## config.mk

```make
export PLATFORM = sky130hd
export DESIGN_NAME = hp_controller
export DESIGN_NICKNAME = d
export VERILOG_FILES = /design/src/rtl/hp_controller.sv
export SDC_FILE = /design/constraint.sdc
export NUM_CORES = 1
export LEC_CHECK = 0
export CORE_MARGIN = 2
export CORE_UTILIZATION = 57
export CTS_CLUSTER_SIZE = 30
export DETAILED_ROUTE_END_ITERATION = 10
export GPL_ROUTABILITY_DRIVEN = 0
export PLACE_DENSITY_LB_ADDON = 0.05
export SYNTH_ARGS = -nofsm -noshare
export SYNTH_HDL_FRONTEND = slang
export SYNTH_SLANG_ARGS = --single-unit
```

## constraint.sdc

```tcl
create_clock -name clk -period 8.17 [get_ports clk]
set_input_delay 1.634 -clock clk [delete_from_list [all_inputs] [get_ports clk]]
set_output_delay 1.634 -clock clk [all_outputs]
set_load 0.1 [all_outputs]
```

## src/rtl/hp_controller.sv

```systemverilog
// hp_controller: player HP counter with invulnerability window, heart blink
// and a damage-pulse serialiser feeding the health bar.
module hp_controller #(
    parameter int MAX_HP        = 20,
    parameter int HP_W          = 7,
    parameter int INVULN_FRAMES = 30,
    parameter int BLINK_FRAMES  = 4
) (
    input  logic            clk,
    input  logic            rst,
    input  logic [10:0]     hcount_in,
    input  logic [9:0]      vcount_in,
    input  logic            hit_in,
    input  logic [3:0]      hit_amount_in,
    input  logic            heal_in,
    input  logic [3:0]      heal_amount_in,
    input  logic            round_rst_in,
    output logic [HP_W-1:0] hp_out,
    output logic            damage_out,
    output logic            invuln_out,
    output logic            blink_out,
    output logic            game_over_out
);

    typedef enum logic [1:0] {ALIVE, INVULN, DEAD} state_t;

    localparam logic [HP_W:0] MAX_EXT   = (HP_W+1)'(MAX_HP);
    localparam logic [7:0]    FRM_INIT  = 8'(INVULN_FRAMES);
    localparam logic [3:0]    BPH_LAST  = 4'(BLINK_FRAMES - 1);

    state_t          state_q, state_d;
    logic [HP_W-1:0] hp_q, hp_d;
    logic [7:0]      frm_q, frm_d;     // frames of invulnerability left
    logic [3:0]      bph_q, bph_d;     // ticks into current blink half-period
    logic            blink_q, blink_d;
    logic [4:0]      pend_q, pend_d;   // damage units not yet pulsed
    logic            dmg_q, dmg_d;

    logic            frame_tick;
    logic            hit_ok;
    logic [HP_W:0]   hit_ext;
    logic [HP_W:0]   heal_sum;
    logic [HP_W-1:0] hp_hit;
    logic [HP_W-1:0] hp_heal;
    logic [5:0]      pend_sum;
    logic [4:0]      pend_sat;

    // Shared datapath: frame tick, hit acceptance and saturating HP arithmetic
    always_comb begin
        frame_tick = (hcount_in == 11'd0) && (vcount_in == 10'd0);
        hit_ok     = hit_in && (hit_amount_in != 4'd0) && (state_q == ALIVE);
        hit_ext    = (HP_W+1)'(hit_amount_in);
        hp_hit     = ({1'b0, hp_q} <= hit_ext) ? '0 : HP_W'({1'b0, hp_q} - hit_ext);
        heal_sum   = {1'b0, hp_q} + (HP_W+1)'(heal_amount_in);
        hp_heal    = (heal_sum > MAX_EXT) ? HP_W'(MAX_EXT) : heal_sum[HP_W-1:0];
        pend_sum   = {1'b0, pend_q} + (hit_ok ? {2'b00, hit_amount_in} : 6'd0);
        pend_sat   = (pend_sum > 6'd31) ? 5'd31 : pend_sum[4:0];
    end

    // Next-state logic: hits, heals, round reset and invulnerability timing
    always_comb begin
        state_d = state_q;
        hp_d    = hp_q;
        frm_d   = frm_q;
        bph_d   = bph_q;
        blink_d = blink_q;
        case (state_q)
            ALIVE: begin
                if (hit_ok) begin
                    hp_d = hp_hit;
                    if (hp_hit == '0) begin
                        state_d = DEAD;
                    end else begin
                        state_d = INVULN;
                        frm_d   = FRM_INIT;
                        bph_d   = 4'd0;
                        blink_d = 1'b1;
                    end
                end else if (heal_in) begin
                    hp_d = hp_heal;
                end
            end
            INVULN: begin
                // hits are ignored here, so a concurrent heal always lands
                if (heal_in) hp_d = hp_heal;
                if (round_rst_in) begin
                    state_d = ALIVE;
                    frm_d   = 8'd0;
                    bph_d   = 4'd0;
                    blink_d = 1'b1;
                end else if (frame_tick) begin
                    if (frm_q <= 8'd1) begin
                        state_d = ALIVE;
                        frm_d   = 8'd0;
                        bph_d   = 4'd0;
                        blink_d = 1'b1;
                    end else begin
                        frm_d = frm_q - 8'd1;
                        if (bph_q >= BPH_LAST) begin
                            bph_d   = 4'd0;
                            blink_d = ~blink_q;
                        end else begin
                            bph_d = bph_q + 4'd1;
                        end
                    end
                end
            end
            DEAD: begin
                blink_d = 1'b1;
            end
            default: begin
                state_d = ALIVE;
                blink_d = 1'b1;
            end
        endcase
    end

    // Damage serialiser: one pulse per pending unit with a low cycle between,
    // newly accepted units are visible on the very next cycle
    always_comb begin
        pend_d = pend_sat;
        dmg_d  = 1'b0;
        if (!dmg_q && (pend_sat != 5'd0)) begin
            dmg_d  = 1'b1;
            pend_d = pend_sat - 5'd1;
        end
    end

    // State register with synchronous reset discarding timers and pulses
    always_ff @(posedge clk) begin
        if (rst) begin
            state_q <= ALIVE;
            hp_q    <= HP_W'(MAX_HP);
            frm_q   <= 8'd0;
            bph_q   <= 4'd0;
            blink_q <= 1'b1;
            pend_q  <= 5'd0;
            dmg_q   <= 1'b0;
        end else begin
            state_q <= state_d;
            hp_q    <= hp_d;
            frm_q   <= frm_d;
            bph_q   <= bph_d;
            blink_q <= blink_d;
            pend_q  <= pend_d;
            dmg_q   <= dmg_d;
        end
    end

    assign hp_out        = hp_q;
    assign damage_out    = dmg_q;
    assign invuln_out    = (state_q == INVULN);
    assign blink_out     = blink_q;
    assign game_over_out = (state_q == DEAD);

endmodule

```

==> PnR_summary.wiki <==
{| class="wikitable"
! Metric !! Value
|-
| Global-route wire length before repair || between 8000 and 9000 µm
|-
| Most used DFF post-synth || sky130_fd_sc_hd__dfxtp_1
|-
| TritonCTS clock tree || done
|-
| Layout cells sized above 1 || ~6.4%
|-
| Worst ir drop on vdd || 0.187 mV
|-
| Maximum clock frequency || about 200 MHz
|-
| Die Outline Area || between 4000 and 5000 µm²
|-
| Site Rows || 23
|-
| Final routed wire length divided by cell count || approximately 15 µm
|-
| Slowest stage cell on the critical path || sky130_fd_sc_hd__o41ai_1
|-
| Number of hold violations in the final report || 0
|-
| Async SR Flop Fraction || 0%
|-
| Endpoint of the most critical register-to-register path || pend_q[4]$_SDFF_PP0_
|-
| Horiz. Die Dim || 68.9 µm
|-
| Inserted Diodes || 0
|-
| Largest net degree at the start of global routing || 23
|-
| Leakage power total || 0.00123 µW
|-
| Number of slew-limit violations in the final report || 0
|-
| Reg2Reg Launch Point || state_q[1]$_SDFFE_PP0P_
|-
| Number of global-route vias before repair || approximately 2000
|-
| Switch share || between 40% and 50%
|-
| Core area || 4030 µm²
|-
| Max-cap violations || 0
|-
| Sequential fraction of design power || roughly 23%
|-
| Drt first-iter violations || 150
|-
| Total congestion overflow || 0
|-
| Setup repair after global routing missed its margin || no
|-
| Antenna violations before repair || 0
|-
| Fin util || a little over 70%
|-
| CP Max Fanout || 7
|-
| Worst hold path depth || 2
|-
| Master cell of the clock root buffer || sky130_fd_sc_hd__clkbuf_8
|-
| Power per standard cell area || between 300 and 400 nW/µm²
|-
| Number of synthesized register bits || 28
|-
| Path class of the lowest-slack min-delay path || reg -> reg
|-
| Startpoint type of the worst setup path || input pin
|-
| Crit path time final || 5.02 ns
|-
| Headroom to the max-slew limit || around 34%
|-
| Y dimension of the die || 68.9 µm
|-
| Clock Latency Late Sink || ~0.28 ns
|-
| Vias || 2406
|-
| Area overhead of the layout relative to synthesis || 22.2%
|-
| Portion of the post-synthesis area used by sequential elements || 23.4%
|-
| EDFF count, synth || 0
|-
| Crit path capture type || flop
|-
| Levels on crit path || 12
|-
| Number of gates resized after CTS || 0
|-
| Layout net count || about 400
|-
| IO Port Bufs || 44
|-
| Clock network fraction of total power || 11.6%
|-
| Worst clock skew || between 0.007 and 0.008 ns
|-
| Final-report setup violation count || 0
|-
| Signal arrival time at the worst endpoint || roughly 5.2 ns
|-
| Detailed placement HPWL || 4500 µm
|-
| Fraction of the cycle the final worst path needs || roughly three fifths
|-
| Worst path cell trace || clkdlybuf4s50_1 -> o41ai_1 -> nor2_1 -> and2_1 -> ha_1 -> inv_1 -> fa_1 -> xor2_1 -> o2111ai_1 -> o41a_1 -> a31oi_1 -> nor3b_1
|-
| Post-CTS Repair Setup Buffers || 0
|-
| Total clock buffers created by CTS || 3
|-
| Internal power of the cells || around 480 µW
|-
| Number of detailed-route iterations in the first pass || 4
|-
| Final routed wirelength across all metal layers || 5760 µm
|-
| Count of warnings emitted by yosys || 0
|-
| Post-detailed-route DRC marker count || 0
|-
| Register clock-pin slew on the reported worst setup and hold paths || 0.10 ns
|-
| Maximum number of buffers from clock root to sink || 2
|-
| Worst-margin pin slew || between 0.9 and 1 ns
|-
| CTS Sinks || 28
|-
| Total net switching power || roughly 470 µW
|-
| Gate count of the mapped netlist || between 300 and 400
|-
| Synthesized area per cell || 7.82 µm²
|-
| Setup TNS Final || 0 ns
|-
| Post-Synthesis Net Count || 360
|-
| Data required time of the worst path || 8.31 ns
|-
| Result of the run || complete, no violations
|-
| Number of H-tree branching levels || 1
|-
| Post-CTS Hold Buffers || 0
|-
| Comb pwr share || approximately two thirds
|-
| Cell family with the largest share of critical-path delay || compound AO/OA/AOI/OAI gates
|-
| Vias per cell || 6.11
|-
| Start-to-end type of the worst setup path || in -> reg
|-
| R2R Setup Slk || 4.89 ns
|-
| Crit path buffers/inverters || 2
|-
| Library cells used by synthesis || 61
|-
| ANT nets after route || 0
|-
| I/O pin total || 45
|-
| Initial Utilization || between 50% and 60%
|-
| Worst stage delay on the critical path || 0.89 ns
|-
| Aggregate global-route resource usage || about a quarter
|-
| Netlist area before placement || 2400 µm²
|-
| Worst Reg2Reg Path Length in Cells || 11
|-
| Worst Min Path Start || bph_q[1]$_SDFFE_PP0P_
|-
| Worst hold endpoint || bph_q[1]$_SDFFE_PP0P_
|}
-- metrics by stage --
stage,setup WS [ns],hold slack (ns),total power [µW],cells,area [µm²]
6_report,3.15,0.476,944,394,2930
5_1_grt,2.95,0.519,1020,394,2930
4_1_cts,3.21,0.483,941,394,2930
3_5_place_dp,2.92,0.469,828,390,2860
3_3_place_gp,3.13,0.453,820,390,2860
2_1_floorplan,3.70,0.438,700,307,2400
-- cells by family (layout without fill, tap and decap cells) --
logic type | Yosys count | in the layout | synth area share (%)
buffers and inverters | 35 | 72 | 5.47
flip-flops | 28 | 28 | 23.4
AO/OA/AOI/OAI | 94 | 94 | 28.9
XOR/XNOR | 8 | 8 | 2.92
adder cells (fa/ha/maj) | 19 | 19 | 10.8
multiplexers | 8 | 8 | 3.65
AND/OR/NAND/NOR | 115 | 115 | 24.9
-- Yosys cell counts (7+ instances only) --
cell type                  number  area (µm²)
sky130_fd_sc_hd__nor2_1        28         105
sky130_fd_sc_hd__a21oi_1       23         115
sky130_fd_sc_hd__nand3_1        7        35.0
sky130_fd_sc_hd__ha_1          16         200
sky130_fd_sc_hd__clkbuf_1      10        37.5
sky130_fd_sc_hd__o21ai_0       14        70.1
sky130_fd_sc_hd__nor3_1        11        55.1
sky130_fd_sc_hd__nand2b_1       7        43.8
sky130_fd_sc_hd__inv_1         24        90.1
sky130_fd_sc_hd__dfxtp_1       28         561
sky130_fd_sc_hd__nand2_1       23        86.3
-- power groups by stage --
stage | Sequential (µW) | Clock [µW] | Combinational (µW)
2_1_floorplan | 284 | 0 | 416
3_3_place_gp | 219 | 0 | 601
3_5_place_dp | 220 | 0 | 608
4_1_cts | 217 | 113 | 612
5_1_grt | 223 | 117 | 675
6_report | 218 | 110 | 616
-- layout by cell type (no fill, tap or decap), types with 5 or more instances in the layout --
cell                              netlist  layout
sky130_fd_sc_hd__clkdlybuf4s50_1        0      44
sky130_fd_sc_hd__nor2_1                28      28
sky130_fd_sc_hd__dfxtp_1               28      28
sky130_fd_sc_hd__inv_1                 24      24
sky130_fd_sc_hd__nand2_1               23      23
sky130_fd_sc_hd__a21oi_1               23      23
sky130_fd_sc_hd__ha_1                  16      16
sky130_fd_sc_hd__o21ai_0               14      14
sky130_fd_sc_hd__nor3_1                11      11
sky130_fd_sc_hd__nand3_1                7       7
sky130_fd_sc_hd__nand2b_1               7       7
sky130_fd_sc_hd__o31ai_1                6       6
sky130_fd_sc_hd__nor4_1                 6       6
sky130_fd_sc_hd__nor2b_1                5       5
sky130_fd_sc_hd__or3_1                  5       5
sky130_fd_sc_hd__xor2_1                 5       5
sky130_fd_sc_hd__a21o_1                 5       5
sky130_fd_sc_hd__mux2i_1                5       5
-- registers in the layout (all words and copies together), names as in the netlist --
signal	flops
blink_out	1
bph_q	4
frm_q	8
damage_out	1
pend_q	5
state_q	2
hp_out	7
-- per-layer routing --
layer  share of wire [%]  wire (µm)  GRT usage [%]
met4                 2.7        153           11.0
met1                  46       2640           31.6
met3                 5.6        320           3.73
met2                  46       2640           41.7
met5                   0          0              0
-- layout make-up --
cell class | instances | area (µm²)
Timing Repair Buffer | 44 | 440
Clock inverter | 1 | 30.0
Tap cell | 50 | 62.6
Multi-Input combinational cell | 244 | 1710
Sequential cell | 28 | 561
Fill cell | 331 | 1100
Clock buffer | 3 | 41.3
Inverter | 24 | 90.1
-- worst register-to-register path, stage by stage (launching register included) --
cell	delay, ns
sky130_fd_sc_hd__dfxtp_1	0.45
sky130_fd_sc_hd__or2_2	0.37
sky130_fd_sc_hd__nor2_1	0.33
sky130_fd_sc_hd__and2_1	0.19
sky130_fd_sc_hd__ha_1	0.17
sky130_fd_sc_hd__inv_1	0.06
sky130_fd_sc_hd__fa_1	0.40
sky130_fd_sc_hd__xor2_1	0.16
sky130_fd_sc_hd__o2111ai_1	0.24
sky130_fd_sc_hd__o41a_1	0.53
sky130_fd_sc_hd__a31oi_1	0.20
sky130_fd_sc_hd__nor3b_1	0.06
-- worst max path at each step --
stage / start / endpoint / slack, ns
2_1_floorplan: hit_amount_in[2] / pend_q[4]$_SDFF_PP0_ / 3.70
3_3_place_gp: hit_amount_in[2] / pend_q[4]$_SDFF_PP0_ / 3.13
3_5_place_dp: hit_amount_in[2] / pend_q[4]$_SDFF_PP0_ / 2.92
4_1_cts: hit_amount_in[2] / pend_q[4]$_SDFF_PP0_ / 3.21
5_1_grt: hit_amount_in[2] / pend_q[4]$_SDFF_PP0_ / 2.95
6_report: hit_amount_in[3] / pend_q[4]$_SDFF_PP0_ / 3.15
No activity file was read; power rests on OpenSTA's default activity.
